**config.mk**
```make
export PLATFORM = sky130hd
export DESIGN_NAME = encrypt_pipe_key_mix
export DESIGN_NICKNAME = d
export VERILOG_FILES = /design/src/rtl/encrypt_pipe_pkg.sv /design/src/rtl/encrypt_key_bank.sv /design/src/rtl/encrypt_pipe_key_mix.sv
export SDC_FILE = /design/constraint.sdc
export NUM_CORES = 1
export LEC_CHECK = 0
export BUFFER_PORTS_ARGS = -buffer_cell sky130_fd_sc_hd__buf_2
export CAP_MARGIN = 0
export CORE_ASPECT_RATIO = 0.6
export CORE_MARGIN = 2
export CORE_UTILIZATION = 45
export CTS_CLUSTER_SIZE = 25
export DETAILED_ROUTE_END_ITERATION = 10
export HOLD_SLACK_MARGIN = 0.08
export MAX_ROUTING_LAYER = met4
export PLACE_DENSITY = 0.65
export REMOVE_ABC_BUFFERS = 1
export SLEW_MARGIN = 20
export SYNTH_ARGS = -nofsm -noshare
export SYNTH_HDL_FRONTEND = slang
export SYNTH_HIERARCHICAL = 1
export SYNTH_SLANG_ARGS = --single-unit
```
**constraint.sdc**
```tcl
create_clock -name clk -period 4.13 [get_ports clk]
set_input_delay 0.2065 -clock clk [delete_from_list [all_inputs] [get_ports clk]]
set_output_delay 0.2065 -clock clk [all_outputs]
set_load 0.01 [all_outputs]
```
**src/rtl/encrypt_pipe_pkg.sv**
```systemverilog
// ----------------------------------------------------------------------------
// encrypt_pipe_pkg
// Shared types and constants for the encrypter pipeline key-mixing stage.
//   km_state_t   : key-mix FSM states (KM_IDLE, KM_RUN)
//   byte_t       : one data/key byte
//   BYTE_CNT_MAX : saturation value of the per-run byte counter
//   rotl1()      : rotate a byte left by one bit (used by the optional
//                  rotate-on-wrap feature, ENCRYPT_KEY_ROTATE_EN)
// ----------------------------------------------------------------------------
package encrypt_pipe_pkg;

  typedef enum logic {
    KM_IDLE = 1'b0,
    KM_RUN  = 1'b1
  } km_state_t;

  typedef logic [7:0] byte_t;

  localparam logic [15:0] BYTE_CNT_MAX = 16'hFFFF;

  function automatic byte_t rotl1(input byte_t b);
    return {b[6:0], b[7]};
  endfunction

endpackage

```
**src/rtl/encrypt_key_bank.sv**
```systemverilog
// ----------------------------------------------------------------------------
// encrypt_key_bank
// KEY_DEPTH x 8-bit programmable key registers with one synchronous write
// port and one combinational read port.
//
// Optional feature (macro ENCRYPT_KEY_ROTATE_EN): when i_rot is high, keys
// 0..i_rot_len are each rotated left by one bit in place on the clock edge.
// The caller guarantees i_we and i_rot are never high together.
//
// Ports:
//   clk, rst    : clock, asynchronous active-low reset (all keys -> 0x00)
//   i_we        : write strobe
//   i_waddr     : write address
//   i_wdata     : write data
//   i_rot       : rotate strobe            (ENCRYPT_KEY_ROTATE_EN only)
//   i_rot_len   : last key index to rotate (ENCRYPT_KEY_ROTATE_EN only)
//   i_raddr     : read address
//   o_rdata     : key[i_raddr], combinational
// ----------------------------------------------------------------------------
module encrypt_key_bank
  import encrypt_pipe_pkg::*;
#(
  parameter  int KEY_DEPTH = 4,
  localparam int AW        = $clog2(KEY_DEPTH)
) (
  input  logic          clk,
  input  logic          rst,
  input  logic          i_we,
  input  logic [AW-1:0] i_waddr,
  input  byte_t         i_wdata,
`ifdef ENCRYPT_KEY_ROTATE_EN
  input  logic          i_rot,
  input  logic [AW-1:0] i_rot_len,
`endif
  input  logic [AW-1:0] i_raddr,
  output byte_t         o_rdata
);

  byte_t r_key [KEY_DEPTH];

  // NOTE: the bank is a handful of flops, not a RAM macro, so every entry is
  // reset; a mid-run reset must leave no stale key material behind.
  always_ff @(posedge clk or negedge rst) begin
    if (!rst) begin
      for (int i = 0; i < KEY_DEPTH; i++) r_key[i] <= '0;
    end else begin
      if (i_we) r_key[i_waddr] <= i_wdata;
`ifdef ENCRYPT_KEY_ROTATE_EN
      if (i_rot) begin
        for (int i = 0; i < KEY_DEPTH; i++) begin
          if (AW'(i) <= i_rot_len) r_key[i] <= rotl1(r_key[i]);
        end
      end
`endif
    end
  end

  assign o_rdata = r_key[i_raddr];

endmodule

```
**src/rtl/encrypt_pipe_key_mix.sv**
```systemverilog
// ----------------------------------------------------------------------------
// encrypt_pipe_key_mix
// Key-mixing stage ahead of the permutation stage. Each accepted byte is
// XORed with key[key_idx]; key_idx advances per byte and wraps after the
// run's latched key length. Output pair is registered (1-cycle latency).
//
// Optional feature (macro ENCRYPT_KEY_ROTATE_EN): on each wrapping byte the
// active keys are rotated left by one bit after being used.
//
// Ports:
//   clk, rst   : clock, asynchronous active-low reset
//   cfg_we     : key write strobe (honoured in IDLE, flagged in RUN)
//   cfg_addr   : key write address
//   cfg_wdata  : key write data
//   key_len    : last active key index, latched on start
//   start/stop : run control (start wins in IDLE, stop wins in RUN)
//   valid_in   : data_in valid
//   data_in    : plaintext byte
//   busy       : FSM is in RUN
//   cfg_err    : one-cycle pulse for a write attempted during RUN
//   key_idx    : key index for the next byte
//   byte_cnt   : bytes processed this run, saturating at 0xFFFF
//   valid_out  : data_out valid (to permutation en)
//   data_out   : mixed byte (to permutation data_in)
// ----------------------------------------------------------------------------
module encrypt_pipe_key_mix
  import encrypt_pipe_pkg::*;
#(
  parameter  int KEY_DEPTH = 4,
  localparam int AW        = $clog2(KEY_DEPTH)
) (
  input  logic          clk,
  input  logic          rst,
  input  logic          cfg_we,
  input  logic [AW-1:0] cfg_addr,
  input  logic [7:0]    cfg_wdata,
  input  logic [AW-1:0] key_len,
  input  logic          start,
  input  logic          stop,
  input  logic          valid_in,
  input  logic [7:0]    data_in,
  output logic          busy,
  output logic          cfg_err,
  output logic [AW-1:0] key_idx,
  output logic [15:0]   byte_cnt,
  output logic          valid_out,
  output logic [7:0]    data_out
);

  km_state_t     r_state;
  logic          r_busy;
  logic          r_cfg_err;
  logic [AW-1:0] r_len;
  logic [AW-1:0] r_key_idx;
  logic [15:0]   r_byte_cnt;
  logic          r_valid_out;
  byte_t         r_data_out;

  logic          w_in_run;
  logic          w_bank_we;
  logic          w_wrap;
  byte_t         w_key;

  assign w_in_run  = (r_state == KM_RUN);
  // Writes during RUN never reach the bank; they only raise cfg_err.
  assign w_bank_we = cfg_we && !w_in_run;
  assign w_wrap    = (r_key_idx == r_len);

  encrypt_key_bank #(
    .KEY_DEPTH (KEY_DEPTH)
  ) u_key_bank (
    .clk       (clk),
    .rst       (rst),
    .i_we      (w_bank_we),
    .i_waddr   (cfg_addr),
    .i_wdata   (cfg_wdata),
`ifdef ENCRYPT_KEY_ROTATE_EN
    // The wrapping byte reads the old key combinationally; rotation lands
    // on the same edge that registers that byte.
    .i_rot     (w_in_run && valid_in && w_wrap),
    .i_rot_len (r_len),
`endif
    .i_raddr   (r_key_idx),
    .o_rdata   (w_key)
  );

  // NOTE: sequential state uses non-blocking assignments only, so every
  // right-hand side below sees the pre-edge value of the registers.
  always_ff @(posedge clk or negedge rst) begin
    if (!rst) begin
      r_state     <= KM_IDLE;
      r_busy      <= 1'b0;
      r_cfg_err   <= 1'b0;
      r_len       <= '0;
      r_key_idx   <= '0;
      r_byte_cnt  <= '0;
      r_valid_out <= 1'b0;
      r_data_out  <= '0;
    end else begin
      r_cfg_err   <= 1'b0;
      r_valid_out <= 1'b0;
      case (r_state)
        KM_IDLE: begin
          if (start) begin
            r_state    <= KM_RUN;
            r_busy     <= 1'b1;
            r_len      <= key_len;
            r_key_idx  <= '0;
            r_byte_cnt <= '0;
          end
        end
        KM_RUN: begin
          r_cfg_err <= cfg_we;
          if (valid_in) begin
            r_data_out  <= data_in ^ w_key;
            r_valid_out <= 1'b1;
            r_key_idx   <= w_wrap ? '0 : r_key_idx + 1'b1;
            if (r_byte_cnt != BYTE_CNT_MAX) r_byte_cnt <= r_byte_cnt + 16'd1;
          end
          // The byte above is still processed on the stopping edge.
          if (stop) begin
            r_state <= KM_IDLE;
            r_busy  <= 1'b0;
          end
        end
        default: begin
          r_state <= KM_IDLE;
          r_busy  <= 1'b0;
        end
      endcase
    end
  end

  assign busy      = r_busy;
  assign cfg_err   = r_cfg_err;
  assign key_idx   = r_key_idx;
  assign byte_cnt  = r_byte_cnt;
  assign valid_out = r_valid_out;
  assign data_out  = r_data_out;

endmodule

```
==> results of run 1 <==
==> kinds of logic after synthesis <==
family                     synth area share, %
buffers and inverters                     2.22
xor gates and xnor gates                  2.83
AOI/OAI and AO/OA                         9.16
muxes                                     19.9
DFF                                       51.7
and+or+nand+nor                           13.8
adders and majority gates                0.404
==> final cells by class <==
class | count | area, um2
Tap cell | 87 | 109
Fill cell | 577 | 2880
Clock inverter | 6 | 91.3
Clock buffer | 10 | 239
Timing Repair Buffer | 57 | 298
Multi-Input combinational cell | 168 | 1430
Sequential cell | 64 | 1600
Inverter | 7 | 26.3
==> flip-flops by register name, summed over array words and instances (netlist names) <==
register / count
valid_out: 1
u_key_bank/r_key: 32
busy: 1
r_state: 1
key_idx: 2
data_out: 8
r_len: 2
cfg_err: 1
byte_cnt: 16
==> per-stage QoR <==
step           std cells  worst slack (ns)  hold slack [ns]
2_1_floorplan        239              2.30          -0.0891
3_3_place_gp         381              1.95            0.326
3_5_place_dp         381              1.87            0.328
4_1_cts              399              1.85            0.104
5_1_grt              399              1.65           0.0990
6_report             399              1.83            0.116
==> cells in the final DEF, fill, tap and decap left out, types with 2 or more instances in the layout <==
cell type,n
a211o_1,3
buf_2,54
bufinv_16,2
clkbuf_16,9
clkinvlp_4,3
dfrtp_1,64
dlygate4sd3_1,2
inv_1,6
mux2_2,36
mux2i_1,3
mux4_2,8
nand2_1,28
nand3_1,8
nand3b_2,2
nand4_1,2
nor2_1,5
nor3_1,4
nor4_1,5
o211ai_1,3
o21ai_0,13
o22ai_1,2
o311a_1,3
o311ai_0,3
or4_1,5
xnor2_1,9
==> power by group through the flow <==
stage                     logic, mW  clock network (mW)  registers [mW]
after CTS                     0.477               0.842           0.911
after global placement        0.457                   0           0.913
after detailed placement      0.471                   0           0.918
final                         0.472               0.827           0.911
after global routing          0.524               0.875           0.936
after floorplan               0.302                   0           0.912
==> worst paths after layout <==
kind                              from              endpoint  slack (ns)
max                            r_state          byte_cnt[10]        1.83
max in group asynchronous          rst  u_key_bank/r_key[10]        2.74
max reg2reg                    r_state          byte_cnt[10]        1.83
min in group asynchronous          rst           byte_cnt[3]        0.50
min                         key_len[0]              r_len[0]        0.12
min reg2reg                data_out[2]           data_out[2]        0.47
==> metal layers <==
| layer | track usage, % | vias to the layer above |
|---|---|---|
| met5 | - | - |
| met4 | 6.48 | 0 |
| met3 | 7.26 | 8 |
| met2 | 28.0 | 74 |
| met1 | 28.6 | 1096 |
| li1 | - | 1056 |
==> results.md, run 1 <==
* Cell count after synthesis at 249
* Largest net degree at the start of global routing at 37
* Setup TNS at 0 ns
* Clk buf depth at 2
* Mean Syn Cell Area at 12.4 um2
* WHS Path Cells at 2
* Cell area after layout at 3790 um2
* Die ar. at 7590 um2
* Slowest stage delay, CP at 0.56 ns
* Sequential area share after synthesis at 51.7%
* Core box area at 6680 um2
* I/O pin count at 55
* Power Density at 583 nW/um2
* Final Util at 56.8%
* Post-CTS setup buffer count at 0
* CP Cell Sequence: nand2_2 -> clkinv_1 -> nand2_1 -> nor4_1 -> a211o_1
* Drt total wl at 7040 um
* M1 WL at 3500 um
* Internal Power at 1.60 mW
* I/O Buffers at 54
* FFs w/ async S/R, synth at 100%
* Synth unique cells at 50
* Top cells by count, synth: dfrtp_1, mux2_2, nand2_1
* Worst min-delay path category: in -> reg
* Worst Path Class, Setup: reg -> reg
* Unrepaired setup endpoints after global routing: no
* GP Congestion at 0.859
* Fin crit share at 55.7%
* P_sw at 610 uW
* Most used DFF post-synth: dfrtp_1
* DRC at 0
* Chip height at 68.3 um
* CP max-delay cell: nand2_2
* First-pass GRT wire length at 11300 um
* Leakage power at 1.71 nW
* Share of Yosys cell area claimed by the top area cell type at 51.7%
* WP depth at 5
* Critical Path RT at 4.34 ns
* Met2 routed WL at 2970 um
* CP delay by family, top: simple AND/OR/NAND/NOR gates
* Sw Ratio at 27.6%
* Synthesis warning total at 6
* Vias per std cell at 5.60
* Fmax at 0.434 GHz
* Area growth syn-to-layout at 22.4%
* Grt ovf at 0
* Cts bufs inserted at 9
* Crit Path Max Fanout at 36
* FF-to-FF path depth at 5
* Clock share of power at 37.4%
* WL/cell at 17.6 um
* Logic pwr share at 21.4%
* Clock skew at 0.00699 ns
* CTS tree: done
* Row cnt at 23
* Num Clock Sinks at 64
* VDD IR max at 0.249 mV
* Met3 WL at 481 um
* Number of global-route vias before repair at 2128
* Crit path time final at 2.30 ns
* Placed instance area at 3440 um2
* Crit end category: register
* Root Buffer: clkbuf_16
* Top Layer Used: met4
* Final-report max-slew violation count at 0
* HPWL after DPL at 4740 um
* GR Util All Layers at 20.5%
* WP buf/inv at 1
* Chip width at 111 um
* Critical Path AT at 2.51 ns
* Most frequent cell after synthesis: dfrtp_1
* Post-synth EDFFs at 0
* Clock transition at path regs at 0.06 ns
* Initial Utilization at 46.4%
* Vias at 2234
* Fin. Hold Viols at 0
* Worst skew pair latency at 0.33 ns
* Worst slew margin at 49.2%
* Status: finished, final reports clean
* Worst slew pin tran at 0.761 ns
* Largest area contributor in the synthesized netlist: dfrtp_1
* Drt initial violations at 166
* Nets at 334
* Initial antenna violation count at 0
* Register share of total power at 41.2%
* CTS H-tree lvls at 3
* # setup viols final at 0
* Total chip power at 2.21 mW
* # hold bufs at CTS at 2
* Startpoint types: register
* Max cap viols at 0
* Seq cells post-synth at 64
* Netlist Area Pre-Place at 3100 um2
* TritonRoute pass-1 iters at 4
* Layout cells sized above 1 at 41.3%
* Post-CTS sizing at 0
* ANT nets after route at 0
* Top post-synthesis cells by area: dfrtp_1, mux2_2, mux4_2, nand2_1, xnor2_1
* Antenna fix cells at 0
Power figures use the tool's default switching activity.
==> inputs of run 2 (changes only) <==
- ABC_AREA: unset -> 1
- PLACE_DENSITY: 0.65 -> 0.67
- clock period: 4.13 -> 2 ns (I/O delays scaled with it)
==> run 2 against run 1 <==
Clock power increased by 74%. Synthesized cell count increased by 82%. Clock skew about the same. Sequential power increased by 99%. Power is 110% higher. Utilization is 2.2 points higher. Final cell count increased by 61%. Sequential share of layout area down 5.6 points. Flip-flop and latch count did not move.
==> results.md, run 2 <==
* Status: finished, final reports clean
* Worst slew pin tran at 0.513 ns (-0.248 ns)
* Chip width at 118 um (+6.4%)
* VDD IR max at 0.575 mV (+130%)
* I/O Buffers at 54 (unchanged)
* Most frequent cells in the layout: nand2_1, dfrtp_1, inv_1, buf_2, nand3_1
* Synthesis warning total at 6 (unchanged)
* Fin crit share at 89.2% (+33 points)
* Cell area after layout at 4380 um2 (+15%)
* FFs w/ async S/R, synth at 100% (unchanged)
* M1 WL at 4680 um (+34%)
* Met2 routed WL at 3840 um (+29%)
* WHS Path Cells at 3 (+1)
* Clk buf depth at 2 (unchanged)
* Commonest non-fill, non-tap cell in the layout: nand2_1
* Row cnt at 24 (+4.3%)
* Mean Syn Cell Area at 7.78 um2 (-37%)
* Post-CTS setup buffer count at 0 (unchanged)
* Leakage power at 2.27 nW (+33%)
* Netlist Area Pre-Place at 3530 um2 (+14%)
* Critical Path AT at 2.04 ns (-0.47 ns)
* WP buf/inv at 1 (unchanged)
* CP max-delay cell: dfrtp_1
* Number of global-route vias before repair at 2953 (+39%)
* Vias at 3209 (+44%)
* Slowest stage delay, CP at 0.44 ns (-0.12 ns)
* Placed instance area at 3910 um2 (+14%)
* Chip height at 72.6 um (+6.3%)
* Layout cells sized above 1 at 21.0% (-20 points)
* CP delay by family, top: simple AND/OR/NAND/NOR gates
* # setup viols final at 0 (unchanged)
* Area growth syn-to-layout at 24.1%
* ANT nets after route at 0 (unchanged)
* Share of Yosys cell area claimed by the top area cell type at 45.4% (-6.3 points)
* Seq cells post-synth at 64 (unchanged)
* GP Congestion at 0.883 (+2.8%)
* Unrepaired setup endpoints after global routing: no
* CTS H-tree lvls at 3 (unchanged)
* Largest net degree at the start of global routing at 40 (+8.1%)
* Most frequent cell after synthesis: nand2_1
* Post-route worst setup slack at 0.216 ns (-1.61 ns)
* Clock transition at path regs at 0.05 ns (about the same)
* Final-report max-slew violation count at 0 (unchanged)
* Setup TNS at 0 ns (unchanged)
* Worst min-delay path category: in -> reg
* Initial Utilization at 47.5% (+1.1 points)
* Non-Filler Instances at 641 (+61%)
* FF-to-FF path depth at 8 (+3)
* Power Density at 1060 nW/um2 (+82%)
* CTS tree: done
* Max cap viols at 0 (unchanged)
* Largest Register: u_key_bank/r_key
* Number of instances in the placed design at 607 (+59%)
* Crit Path Max Fanout at 17 (-53%)
* Met3 WL at 518 um (+7.7%)
* CP Cell Sequence: ha_1 -> nand2_2 -> nor2_4 -> nand3_2 -> o21ai_4 -> buf_12 -> nand2_1 -> o21ai_2
* Initial antenna violation count at 0 (unchanged)
* Worst Path Class, Setup: reg -> reg
* Antenna fix cells at 0 (unchanged)
* First-pass GRT wire length at 15200 um (+35%)
* Cell count after synthesis at 453 (+82%)
* HPWL after DPL at 6590 um (+39%)
* Max FFs per register at 32 (unchanged)
* Crit end category: register
* Critical Path RT at 2.26 ns (-2.08 ns)
* Num Clock Sinks at 64 (unchanged)
* Top post-synthesis cells by area: dfrtp_1, nand2_1, nand3_1, inv_1, nand4_1
* Fin. Hold Viols at 0 (unchanged)
* Most used DFF post-synth: dfrtp_1
* Top cells by count, synth: nand2_1, dfrtp_1, inv_1
* I/O pin count at 55 (unchanged)
* Root Buffer: clkbuf_16
* GR Util All Layers at 23.9% (+3.4 points)
* Largest area contributor in the synthesized netlist: dfrtp_1
* Clock skew at 0.00691 ns (-0.0000778 ns)
* Crit path time final at 1.78 ns (-0.519 ns)
* Fmax at 0.561 GHz (+29%)
* Post-synth EDFFs at 0 (unchanged)
* Sequential area share after synthesis at 45.4% (-6.3 points)
* Die ar. at 8580 um2 (+13%)
* Core box area at 7420 um2 (+11%)
* Worst skew pair latency at 0.33 ns (about the same)
* Cts bufs inserted at 9 (unchanged)
* TritonRoute pass-1 iters at 5 (+1)
* Top Layer Used: met4
* Nets at 560 (+68%)
* Post-Place Worst Slack at 0.255 ns (-1.61 ns)
* Startpoint types: register
* Grt ovf at 0 (unchanged)
* WL/cell at 14.2 um (-19%)
* Worst slew margin at 65.8% (+17 points)
* DRC at 0 (unchanged)
* Synth unique cells at 30 (-40%)
* Drt initial violations at 267 (+61%)
* Vias per std cell at 5.01 (-11%)
* WP depth at 8 (+3)
* Drt total wl at 9120 um (+30%)
[run 2: final timing paths]
| path | startpoint | endpoint | slack [ns] |
|---|---|---|---|
| worst max-delay path | byte_cnt[0] | byte_cnt[8] | 0.22 |
| worst min-delay path | data_in[6] | data_out[6] | 0.09 |
| worst max register to register | byte_cnt[0] | byte_cnt[8] | 0.22 |
| worst min register to register | u_key_bank/r_key[21] | u_key_bank/r_key[21] | 0.47 |
| max in group asynchronous | rst | data_out[2] | 1.23 |
| min in group asynchronous | rst | u_key_bank/r_key[17] | 0.34 |
[run 2: cells by family after synthesis]
family          count (synthesis)  synth area share (%)
flops                          64                  45.4
xor+xnor                       10                  2.48
simple gates                  266                  34.3
fa+ha+maj                       1                 0.355
buf+inv                        74                  9.65
compound gates                 36                  7.17
mux                             2                 0.639
[run 2: power by group]
| part | internal [mW] | switching [mW] | total (mW) | leakage (nW) |
|---|---|---|---|---|
| Combinational | 0.563 | 0.817 | 1.38 | 1.31 |
| Clock | 0.888 | 0.549 | 1.44 | 0.141 |
| Sequential | 1.59 | 0.224 | 1.81 | 0.821 |
| Total | 3.04 | 1.59 | 4.63 | 2.27 |
[run 2: stage by stage]
step	power (mW)	hold WS, ns	utilization, %
finish	4.63	0.0878	59.0
global route	4.95	0.111	59.0
CTS	4.68	0.0814	59.0
detailed placement	3.17	0.142	52.8
global placement	3.14	0.136	52.8
floorplan	2.65	-0.196	-
[run 2: per-layer routing]
| metal | global-route usage, % | vias up |
|---|---|---|
| li1 | - | 1604 |
| met5 | - | - |
| met3 | 5.50 | 9 |
| met4 | 7.36 | 0 |
| met1 | 34.7 | 1493 |
| met2 | 32.9 | 103 |
[run 2: final cells by class]
class                   count  area, um2
clock inverters             4       20.0
multi-input cells         315       1590
flip-flops and latches     64       1600
repair buffers             83        561
inverters                  60        225
well taps                 104        130
clock buffers              11        253
fillers                   693       3040
[run 2: timing repair]
item                                   4_1_cts  5_1_grt
endpoints found under the hold margin      100        0
setup endpoints to repair                    0        0
gates resized for setup                      0        0
hold buffers                                19        0
[run 2: worst register-to-register path: stages, from the launching register on]
cell and delay, ns:
dfrtp_1 0.44, ha_1 0.26, nand2_2 0.11, nor2_4 0.16, nand3_2 0.14, o21ai_4 0.28
buf_12 0.19, nand2_1 0.07, o21ai_2 0.06
==> inputs of run 3 (changes only) <==
- CELL_PAD_IN_SITES_DETAIL_PLACEMENT: unset -> 0
- CELL_PAD_IN_SITES_GLOBAL_PLACEMENT: unset -> 1
- CORE_UTILIZATION: 45 -> 38
- PLACE_DENSITY: 0.67 -> 0.76
==> run 3 against run 2 <==
Clock power rose by 4%. First-iteration DRC count is 15% lower. Largest power group unchanged. Via count fell by 1.9%. Clock skew is 0.0033 ns higher. Final cell count increased by 2.2%. Critical path type unchanged. Flip-flop and latch count is the same. Routed wire length up 1.8%. Utilization is 11 points lower. Sequential share of layout area fell by 0.24 points.
==> results.md, run 3 (synthesized netlist as in run 2, its figures left out) <==
* Number of global-route vias before repair at 2969 (+0.54%)
* Final-report max-slew violation count at 0 (unchanged)
* Final Util at 48.5% (-11 points)
* Total chip power at 4.66 mW (+0.55%)
* Sw Ratio at 33.8% (-0.57 points)
* Clock skew at 0.0102 ns (+0.00326 ns)
* Crit path time final at 1.69 ns (-0.0929 ns)
* Worst min-delay path category: in -> reg
* Crit end category: register
* Num Clock Sinks at 64 (unchanged)
* Fin. Hold Viols at 0 (unchanged)
* Commonest non-fill, non-tap cell in the layout: nand2_1
* Post-CTS setup buffer count at 0 (unchanged)
* Drt total wl at 9280 um (+1.8%)
* Initial antenna violation count at 0 (unchanged)
* Chip height at 78.6 um (+8.3%)
* P_sw at 1.57 mW (-1.1%)
* Clock share of power at 32.2% (+1.2 points)
* Cts bufs inserted at 9 (unchanged)
* HPWL after DPL at 6580 um (about the same)
* # setup viols final at 0 (unchanged)
* Critical Path RT at 2.26 ns (about the same)
* Fmax at 0.591 GHz (+5.5%)
* Area growth syn-to-layout at 24.9%
* Worst Path Class, Setup: reg -> reg
* I/O pin count at 55 (unchanged)
* Leakage power at 2.27 nW (-0.14%)
* Die ar. at 10100 um2 (+18%)
* Number of instances in the placed design at 618 (+1.8%)
* Clock transition at path regs at 0.05 ns (about the same)
* Register share of total power at 38.4% (-0.8 points)
* Startpoint types: register
* Largest Register: u_key_bank/r_key
* I/O Buffers at 54 (unchanged)
* DRC at 0 (unchanged)
* Logic pwr share at 29.4% (-0.4 points)
* CTS tree: done
* Worst skew pair latency at 0.34 ns (about the same)
* Internal Power at 3.08 mW (+1.4%)
* WL/cell at 14.2 um (-0.41%)
* Post-route worst setup slack at 0.309 ns (+0.0929 ns)
* VDD IR max at 0.551 mV (-4.1%)
* Initial Utilization at 38.8% (-8.7 points)
* Worst slew margin at 65.2% (-0.60 points)
* Max cap viols at 0 (unchanged)
* Largest net degree at the start of global routing at 45 (+13%)
* Drt initial violations at 226 (-15%)
* Power Density at 1060 nW/um2 (-0.10%)
* Worst slew pin tran at 0.522 ns (+0.00902 ns)
* Vias at 3147 (-1.9%)
* Crit Path Max Fanout at 15 (-2)
* Vias per std cell at 4.80 (-4.0%)
* Fin crit share at 84.5% (-4.6 points)
* Grt ovf at 0 (unchanged)
* Layout cells sized above 1 at 20.6% (-0.45 points)
* Unrepaired setup endpoints after global routing: no
* Max FFs per register at 32 (unchanged)
* First-pass GRT wire length at 15300 um (+0.72%)
* Antenna fix cells at 0 (unchanged)
* Clk buf depth at 2 (unchanged)
* GR Util All Layers at 20.6% (-3.3 points)
* Post-Place Worst Slack at 0.333 ns (+0.0775 ns)
* Nets at 561 (+0.18%)
* Chip width at 128 um (+8.5%)
* Most frequent cells in the layout: nand2_1, dfrtp_1, inv_1, buf_2, nand3_1
* GP Congestion at 0.845 (-4.3%)
* Status: finished, final reports clean
* Setup TNS at 0 ns (unchanged)
* Critical Path AT at 1.95 ns (-0.09 ns)
* Root Buffer: clkbuf_16
* Non-Filler Instances at 655 (+2.2%)
* CTS H-tree lvls at 3 (unchanged)
* ANT nets after route at 0 (unchanged)
* Row cnt at 27 (+13%)
* Core box area at 9090 um2 (+23%)
* TritonRoute pass-1 iters at 4 (-1)
run 3: cell count changes in the layout (fill, tap and decap cells not counted):
| cell | change |
|---|---|
| buf_12 | -1 |
| clkbuf_1 | +2 |
| clkbuf_8 | +1 |
| clkinv_2 | -3 |
| clkinvlp_4 | +1 |
| dlygate4sd3_1 | +2 |
run 3: per-stage QoR:
step	area, um2	hold slack (ns)
2_1_floorplan	3410	-0.196
3_3_place_gp	3910	0.104
3_5_place_dp	3910	0.105
4_1_cts	4410	0.0879
5_1_grt	4410	0.127
6_report	4410	0.0850
run 3: power by group through the flow:
stage	clock (mW)	sequential [mW]	combinational, mW
floorplan	0	1.86	0.786
global placement	0	1.80	1.33
detailed placement	0	1.81	1.34
CTS	1.54	1.79	1.38
global route	1.60	1.83	1.57
finish	1.50	1.79	1.37
run 3: layout make-up:
type                       count  area [um2]
fill                         913        4680
sequential                    64        1600
multi-input combinational    315        1590
timing repair buffer          84         561
clock buffer                  14         274
inverter                      60         225
tap                          116         145
clock inverter                 2        12.5
run 3: repair_timing:
action                                  CTS  global route
hold endpoints to repair                 61             0
hold buffers                             21             0
endpoints found under the setup margin    0             0
resized for setup                         0             0
run 3: critical path, cell delays in order, from the launching register on:
cell and delay [ns]:
dfrtp_1 0.42, ha_1 0.25, nand2_2 0.11, nor2_4 0.16, nand3_2 0.13, o21ai_4 0.15, buf_4 0.24, nand2_1 0.09
o21ai_2 0.06
run 3: path summary, 6_finish.rpt:
| path | cells after the start | slack (ns) | end | from |
|---|---|---|---|---|
| min in group asynchronous | 2 | 0.27 | u_key_bank/r_key[8] | rst |
| setup / recovery | 8 | 0.31 | byte_cnt[10] | byte_cnt[0] |
| hold / removal | 3 | 0.08 | data_out[7] | data_in[7] |
| hold reg to reg | 2 | 0.47 | u_key_bank/r_key[28] | u_key_bank/r_key[28] |
| max in group asynchronous | 3 | 1.11 | data_out[3] | rst |
| setup reg to reg | 8 | 0.31 | byte_cnt[10] | byte_cnt[0] |
run 3: per-layer routing:
layer | wire [um] | global-route usage [%] | vias up
met5 | 0 | - | -
met4 | 97 | 4.95 | 0
met3 | 627 | 5.04 | 11
met2 | 3580 | 26.9 | 86
met1 | 4970 | 31.4 | 1437
li1 | - | - | 1613
